**config.mk**
```make
export PLATFORM = sky130hd
export DESIGN_NAME = i2c_bus_sequencer_flat
export DESIGN_NICKNAME = d
export VERILOG_FILES = /design/src/rtl/i2c_bus_sequencer_if.sv /design/src/rtl/i2c_bus_sequencer.sv /design/src/flat_wrapper.sv
export SDC_FILE = /design/constraint.sdc
export NUM_CORES = 1
export LEC_CHECK = 0
export CAP_MARGIN = 30
export CORE_AREA = 5 5 67 69
export DETAILED_ROUTE_END_ITERATION = 7
export DIE_AREA = 0 0 72 74
export GPL_TIMING_DRIVEN = 0
export SYNTH_ARGS = -nofsm -noshare
export SYNTH_HDL_FRONTEND = slang
export SYNTH_SLANG_ARGS = --single-unit
```
**constraint.sdc**
```tcl
create_clock -name ref_clk -period 4.9 [get_ports ref_clk]
set_input_delay 0.49 -clock ref_clk [delete_from_list [all_inputs] [get_ports ref_clk]]
set_output_delay 0.49 -clock ref_clk [all_outputs]
set_load 0.02 [all_outputs]
```
**src/rtl/i2c_bus_sequencer_if.sv**
```systemverilog
// Bus bundle between the address translator FSM and the bit-level I2C sequencer.
//   master: translator side / pad environment (issues commands, supplies raw pin levels)
//   slave : sequencer side (accepts commands, drives open-drain enables and responses)
// Signals:
//   cmd_valid, cmd_ready, cmd[1:0], cmd_bit      command handshake
//   rsp_valid, rsp_bit, rsp_err, busy            completion / bus-ownership status
//   scl_oe, sda_oe                               1 = pull the line low
//   scl_in, sda_in                               raw asynchronous pin levels
interface i2c_bus_sequencer_if;
  logic       cmd_valid;
  logic       cmd_ready;
  logic [1:0] cmd;
  logic       cmd_bit;
  logic       rsp_valid;
  logic       rsp_bit;
  logic       rsp_err;
  logic       busy;
  logic       scl_oe;
  logic       sda_oe;
  logic       scl_in;
  logic       sda_in;

  modport master (
    output cmd_valid, cmd, cmd_bit, scl_in, sda_in,
    input  cmd_ready, rsp_valid, rsp_bit, rsp_err, busy, scl_oe, sda_oe
  );

  modport slave (
    input  cmd_valid, cmd, cmd_bit, scl_in, sda_in,
    output cmd_ready, rsp_valid, rsp_bit, rsp_err, busy, scl_oe, sda_oe
  );
endinterface

```
**src/rtl/i2c_bus_sequencer.sv**
```systemverilog
// Bit-level I2C bus sequencer. Executes one command (START, STOP, WRITE bit, READ bit) at a
// time as four quarter-period phases of CLK_DIV ref_clk cycles each, driving open-drain
// enables for SCL/SDA and returning the SDA bit sampled at the end of phase 1.
// Ports:
//   ref_clk  system clock (rising edge)
//   reset    asynchronous active-low reset; aborts any command and releases both lines
//   bus      i2c_bus_sequencer_if.slave (command handshake, response, enables, raw pins)
// Parameters:
//   CLK_DIV  ref_clk cycles per quarter SCL period (4..1023)
// Configuration macro:
//   I2C_CLK_STRETCH_EN  when defined, the phase-1 counter holds at 0 while synchronized SCL
//                       is low (slave clock stretching); otherwise scl_in is unused.
module i2c_bus_sequencer #(
  parameter int unsigned CLK_DIV = 250
) (
  input logic                  ref_clk,
  input logic                  reset,
  i2c_bus_sequencer_if.slave   bus
);

  typedef enum logic [2:0] {StIdle, StP0, StP1, StP2, StP3, StDone} state_e;

  localparam logic [1:0] CmdStart = 2'b00;
  localparam logic [1:0] CmdStop  = 2'b01;
  localparam logic [1:0] CmdWrite = 2'b10;
  localparam logic [9:0] CntLast  = 10'(CLK_DIV - 1);

  state_e     state_q, state_d;
  logic [9:0] cnt_q, cnt_d;
  logic [1:0] cmd_q, cmd_d;
  logic       bit_q, bit_d;
  logic       scl_oe_q, scl_oe_d;
  logic       sda_oe_q, sda_oe_d;
  logic       busy_q, busy_d;
  logic       ready_q;
  logic       rsp_valid_q;
  logic       rsp_bit_q, rsp_bit_d;
  logic       rsp_err_q, rsp_err_d;
  logic [1:0] sda_sync_q;
  logic       sda_s;
  logic       stretch_hold;
  logic [1:0] ph_q;

  // {scl_oe, sda_oe} for phase ph of command c; START keeps SCL as it was in phase 0.
  function automatic logic [1:0] phase_oe(input logic [1:0] c, input logic b,
                                          input logic [1:0] ph, input logic scl_hold);
    logic scl, sda;
    case (c)
      CmdStart: begin
        scl = (ph == 2'd0) ? scl_hold : (ph == 2'd3);
        sda = ph[1];
      end
      CmdStop: begin
        scl = (ph == 2'd0);
        sda = !ph[1];
      end
      CmdWrite: begin
        scl = (ph == 2'd0) || (ph == 2'd3);
        sda = !b;
      end
      default: begin
        scl = (ph == 2'd0) || (ph == 2'd3);
        sda = 1'b0;
      end
    endcase
    return {scl, sda};
  endfunction

  assign sda_s = sda_sync_q[1];

`ifdef I2C_CLK_STRETCH_EN
  logic [1:0] scl_sync_q;
  logic       scl_s;

  always_ff @(posedge ref_clk or negedge reset) begin
    if (!reset) scl_sync_q <= 2'b11;
    else        scl_sync_q <= {scl_sync_q[0], bus.scl_in};
  end

  assign scl_s        = scl_sync_q[1];
  assign stretch_hold = (state_q == StP1) && !scl_s;
`else
  assign stretch_hold = 1'b0;
`endif

  always_comb begin
    unique case (state_q)
      StP1:    ph_q = 2'd1;
      StP2:    ph_q = 2'd2;
      StP3:    ph_q = 2'd3;
      default: ph_q = 2'd0;
    endcase
  end

  always_comb begin
    state_d   = state_q;
    cnt_d     = cnt_q;
    cmd_d     = cmd_q;
    bit_d     = bit_q;
    scl_oe_d  = scl_oe_q;
    sda_oe_d  = sda_oe_q;
    busy_d    = busy_q;
    rsp_bit_d = rsp_bit_q;
    rsp_err_d = rsp_err_q;
    unique case (state_q)
      StIdle: begin
        if (bus.cmd_valid) begin
          cmd_d     = bus.cmd;
          bit_d     = bus.cmd_bit;
          cnt_d     = '0;
          rsp_bit_d = 1'b0;
          // Data bits are only meaningful while we own the bus.
          if (bus.cmd[1] && !busy_q) begin
            rsp_err_d = 1'b1;
            state_d   = StDone;
          end else begin
            rsp_err_d = 1'b0;
            state_d   = StP0;
            {scl_oe_d, sda_oe_d} = phase_oe(bus.cmd, bus.cmd_bit, 2'd0, scl_oe_q);
          end
        end
      end
      StP0, StP1, StP2, StP3: begin
        if (stretch_hold) begin
          cnt_d = '0;
        end else if (cnt_q != CntLast) begin
          cnt_d = cnt_q + 10'd1;
        end else begin
          cnt_d = '0;
          if (state_q == StP1 && cmd_q[1]) rsp_bit_d = sda_s;
          if (state_q == StP3) begin
            state_d = StDone;
            if (cmd_q == CmdStart)     busy_d = 1'b1;
            else if (cmd_q == CmdStop) busy_d = 1'b0;
          end else begin
            state_d = (state_q == StP0) ? StP1 : (state_q == StP1) ? StP2 : StP3;
            {scl_oe_d, sda_oe_d} = phase_oe(cmd_q, bit_q, ph_q + 2'd1, scl_oe_q);
          end
        end
      end
      StDone:  state_d = StIdle;
      default: state_d = StIdle;
    endcase
  end

  always_ff @(posedge ref_clk or negedge reset) begin
    if (!reset) begin
      state_q     <= StIdle;
      cnt_q       <= '0;
      cmd_q       <= CmdStart;
      bit_q       <= 1'b0;
      scl_oe_q    <= 1'b0;
      sda_oe_q    <= 1'b0;
      busy_q      <= 1'b0;
      ready_q     <= 1'b1;
      rsp_valid_q <= 1'b0;
      rsp_bit_q   <= 1'b0;
      rsp_err_q   <= 1'b0;
      sda_sync_q  <= 2'b11;
    end else begin
      state_q     <= state_d;
      cnt_q       <= cnt_d;
      cmd_q       <= cmd_d;
      bit_q       <= bit_d;
      scl_oe_q    <= scl_oe_d;
      sda_oe_q    <= sda_oe_d;
      busy_q      <= busy_d;
      ready_q     <= (state_d == StIdle);
      rsp_valid_q <= (state_d == StDone);
      rsp_bit_q   <= rsp_bit_d;
      rsp_err_q   <= rsp_err_d;
      sda_sync_q  <= {sda_sync_q[0], bus.sda_in};
    end
  end

  assign bus.cmd_ready = ready_q;
  assign bus.rsp_valid = rsp_valid_q;
  assign bus.rsp_bit   = rsp_bit_q;
  assign bus.rsp_err   = rsp_err_q;
  assign bus.busy      = busy_q;
  assign bus.scl_oe    = scl_oe_q;
  assign bus.sda_oe    = sda_oe_q;

endmodule
```
**src/flat_wrapper.sv**
```systemverilog
// flat-port wrapper written by rule: the top's interface ports become plain ports
module i2c_bus_sequencer_flat 
#(
  parameter int unsigned CLK_DIV = 250
)
  (ref_clk, reset, bus_cmd_valid, bus_cmd, bus_cmd_bit, bus_scl_in, bus_sda_in, bus_cmd_ready, bus_rsp_valid, bus_rsp_bit, bus_rsp_err, bus_busy, bus_scl_oe, bus_sda_oe);
  i2c_bus_sequencer_if bus_i ();
  input logic ref_clk;
  input logic reset;
  input wire logic [$bits(bus_i.cmd_valid)-1:0] bus_cmd_valid;
  input wire logic [$bits(bus_i.cmd)-1:0] bus_cmd;
  input wire logic [$bits(bus_i.cmd_bit)-1:0] bus_cmd_bit;
  input wire logic [$bits(bus_i.scl_in)-1:0] bus_scl_in;
  input wire logic [$bits(bus_i.sda_in)-1:0] bus_sda_in;
  output wire logic [$bits(bus_i.cmd_ready)-1:0] bus_cmd_ready;
  output wire logic [$bits(bus_i.rsp_valid)-1:0] bus_rsp_valid;
  output wire logic [$bits(bus_i.rsp_bit)-1:0] bus_rsp_bit;
  output wire logic [$bits(bus_i.rsp_err)-1:0] bus_rsp_err;
  output wire logic [$bits(bus_i.busy)-1:0] bus_busy;
  output wire logic [$bits(bus_i.scl_oe)-1:0] bus_scl_oe;
  output wire logic [$bits(bus_i.sda_oe)-1:0] bus_sda_oe;
  assign bus_i.cmd_valid = bus_cmd_valid;
  assign bus_i.cmd = bus_cmd;
  assign bus_i.cmd_bit = bus_cmd_bit;
  assign bus_i.scl_in = bus_scl_in;
  assign bus_i.sda_in = bus_sda_in;
  assign bus_cmd_ready = bus_i.cmd_ready;
  assign bus_rsp_valid = bus_i.rsp_valid;
  assign bus_rsp_bit = bus_i.rsp_bit;
  assign bus_rsp_err = bus_i.rsp_err;
  assign bus_busy = bus_i.busy;
  assign bus_scl_oe = bus_i.scl_oe;
  assign bus_sda_oe = bus_i.sda_oe;
  i2c_bus_sequencer #(.CLK_DIV(CLK_DIV)) u_core (.ref_clk(ref_clk), .reset(reset), .bus(bus_i));
endmodule
```
==> impl_metrics.ini <==
[outcome]
outcome = complete, no violations

[clocking]
cts-htree-levels = 1
cts.sinks = 25
clk_latency_ps = 280
cts_hold_buffers = 0
cts_buffers = 3
cts_tree = done
postCtsSetupBuffers = 0
cts_resized = 0
max-clock-path-buffers = 2
cts_root_buf = clkbuf_8
cts.clk_slew.worst_paths_ps = 100

[global_routing]
overflow = 0
antenna_found_initial = 0
first_global_vias = 1198
grt_pass1_wl_um = 5530
track_usage_pct = 13.2
grt_max_degree = 21

[floorplan]
io_pins = 15
coreArea_um2 = 3860
die_x_um = 72
start_util_pct = 37.8
die-height_um = 74
num_rows = 23
die-area_um2 = 5330

[critical_path]
rr_startpoint = u_core.state_q[2]$_DFF_PN0_
start_kind = register
path_max_fanout = 10
worst-r2r-cell-count = 10
critical_path_class = reg2reg
required_ps = 5060
r2r_setup_slack_ps = 2420
worst_setup_path_end_kind = register
worstPathArrival_ps = 2640
r2r_end = u_core.bus.scl_oe$_DFFE_PN0P_

[route]
vias = 1223
drc = 0
drt-initial-drc-count = 43
wire_per_inst_um = 14.7
drtPass1Iterations = 4
antenna_left = 0
viasPerCell = 5.61
routed_wl_um = 3210

[sta]
rsz0062_at_grt = no
max_freq_mhz = 403
finClkSkew_ps = 8.59
maxSlewHeadroom_pct = 67.7
tns_ps = 0
fin_crit_sh_pct = 50.6
worstMarginPinSlew_ps = 478
hold_violations = 0
min_period_ps = 2480
slew_viol_final = 0
finalSetupViolations = 0

[min_path]
hold_depth = 0
hold_path_end = u_core.sda_sync_q[1]$_DFF_PN1_
min_from = u_core.sda_sync_q[0]$_DFF_PN1_
hp-class = reg2reg

[finish]
seqCellArea_um2 = 629
fin_cells = 218
final_util_pct = 44.8
drive_gt1_share_pct = 11.9
diodes = 0
fill_cells = 381
area_growth_syn_to_layout_pct = 18.4
multi_input_area_um2 = 752
nets = 184

[synth]
ys_seq_elements = 25
postSynthCellCount = 150
synth_seq_area_share_pct = 43.1
syn_avg_cell_area_um2 = 9.73
syn-num-nets = 165
netlist_area_um2 = 1460
yosysWarningCount = 0
synth.distinct_cells = 47

[pwr]
p_leak_nw = 0.716
vdd_ir_drop_max_mv = 0.227
p_per_area_nw_per_um2 = 518

[placed_design]
hpwlAfterDp_um = 2370
dp.cells = 214
gp_congestion = 0.846
portBuffers = 13

[run]
max_cap_violations = 0
==> worst max path at each step <==
| stage | startpoint | endpoint | slack, ps | depth (start not counted) |
|---|---|---|---|---|
| global placement | bus_cmd[1] | u_core.bus.scl_oe$_DFFE_PN0P_ | 2370 | 6 |
| detailed placement | bus_cmd[1] | u_core.bus.scl_oe$_DFFE_PN0P_ | 2320 | 6 |
| finish | u_core.state_q[2]$_DFF_PN0_ | u_core.bus.scl_oe$_DFFE_PN0P_ | 2420 | 10 |
| floorplan | u_core.state_q[2]$_DFF_PN0_ | u_core.bus.scl_oe$_DFFE_PN0P_ | 2750 | 10 |
| global route | u_core.state_q[2]$_DFF_PN0_ | u_core.bus.scl_oe$_DFFE_PN0P_ | 2240 | 10 |
| CTS | u_core.state_q[2]$_DFF_PN0_ | u_core.bus.scl_oe$_DFFE_PN0P_ | 2410 | 10 |
==> state kept, by name, indices dropped and copies added, names as in the netlist <==
| register | flops |
|---|---|
| u_core.bus.rsp_bit | 1 |
| u_core.sda_sync_q | 2 |
| u_core.bus.scl_oe | 1 |
| u_core.bus.rsp_valid | 1 |
| u_core.cmd_q | 2 |
| u_core.cnt_q | 10 |
| u_core.bit_q | 1 |
| u_core.bus.rsp_err | 1 |
| u_core.bus.cmd_ready | 1 |
| u_core.bus.sda_oe | 1 |
| u_core.bus.busy | 1 |
| u_core.state_q | 3 |
==> cell type report <==
| class | count | share of cell area, % |
|---|---|---|
| well taps | 50 | 3.62 |
| repair buffers | 14 | 9.12 |
| clock buffers | 3 | 2.39 |
| multi-input cells | 107 | 43.5 |
| clock inverters | 1 | 0.434 |
| flip-flops and latches | 25 | 36.4 |
| plain buffers | 11 | 2.97 |
| inverters | 7 | 1.52 |
==> cell usage after synthesis (all sizes together) <==
| cell | number | area [µm²] |
|---|---|---|
| o21ai | 6 | 30.0 |
| nor2 | 6 | 22.5 |
| nand3 | 9 | 45.0 |
| nor4 | 1 | 6.26 |
| and4 | 1 | 8.76 |
| or3b | 2 | 17.5 |
| o311ai | 1 | 8.76 |
| dfrtp | 22 | 551 |
| and3 | 2 | 12.5 |
| mux2 | 6 | 67.6 |
| nand2b | 3 | 18.8 |
| dfstp | 3 | 78.8 |
| a21o | 1 | 7.51 |
| buf | 5 | 28.8 |
| or4 | 1 | 7.51 |
| o22ai | 3 | 18.8 |
| nand4 | 5 | 31.3 |
| nor4b | 1 | 8.76 |
| mux2i | 2 | 20.0 |
| nand2 | 9 | 33.8 |
| clkbuf | 6 | 22.5 |
| a41oi | 2 | 17.5 |
| and2 | 3 | 18.8 |
| xor2 | 1 | 8.76 |
| o221ai | 1 | 8.76 |
| nor2b | 4 | 25.0 |
| ha | 7 | 87.6 |
| a21boi | 1 | 7.51 |
| xnor2 | 2 | 17.5 |
| o211a | 1 | 10.0 |
| nand3b | 4 | 30.0 |
| inv | 7 | 26.3 |
| o41ai | 2 | 17.5 |
| a221oi | 1 | 15.0 |
| a31oi | 9 | 56.3 |
| a211oi | 2 | 15.0 |
| or2 | 1 | 6.26 |
| a21oi | 5 | 28.8 |
| o211ai | 1 | 7.51 |
| nand4b | 1 | 8.76 |
==> per-stage QoR <==
stage / area, µm² / total power, W / hold WS, ps / setup WS, ps
final: 1730 / 0.000895 / 362 / 2420
after global routing: 1730 / 0.000956 / 363 / 2240
after CTS: 1730 / 0.000898 / 362 / 2410
after detailed placement: 1680 / 0.000767 / 347 / 2320
after global placement: 1650 / 0.000755 / 347 / 2370
after floorplan: 1460 / 0.000637 / 194 / 2750
==> layer usage <==
layer	track usage (%)	part of all wire, %	routed length (µm)	vias to the layer above
li1	-	-	-	590
met1	17.4	45	1460	584
met2	22.1	48	1550	43
met3	2.03	4.8	153	6
met4	4.59	1.6	50	0
met5	0	0	0	-
==> logic make-up after synthesis <==
logic type	count (synthesis)	share of synthesized area [%]
adder cells (fa/ha/maj)	7	6.00
multiplexers	8	6.00
AND/OR/NAND/NOR	53	20.7
XOR/XNOR	3	1.80
buffers and inverters	18	5.32
AO/OA/AOI/OAI	36	17.1
flip-flops	25	43.1
==> power by group <==
| group | switching [W] | internal (W) | leakage (nW) | total (W) |
|---|---|---|---|---|
| registers | 0.0000453 | 0.000271 | 0.317 | 0.000316 |
| logic | 0.000254 | 0.000196 | 0.377 | 0.000450 |
| clock network | 0.0000707 | 0.0000578 | 0.0217 | 0.000128 |
==> critical path, cell delays in order (launching register included) <==
cell	delay, ps
dfrtp_1	330
clkbuf_1	310
clkbuf_1	350
nand2b_1	250
a21o_1	160
inv_1	40
ha_1	200
inv_1	50
o41ai_1	70
a221oi_2	270
mux2_1	340
==> placed cells by master (no fill, tap or decap), drive strengths merged, types with 4 or more instances in the layout <==
master and instances:
a21oi 5, a31oi 9, buf 6, clkbuf 9, clkdlybuf4s50 13, dfrtp 22
ha 7, inv 7, mux2 6, nand2 9, nand3 9, nand3b 4
nand4 5, nor2 6, nor2b 4, o21ai 6
Power figures use the tool's default switching activity.
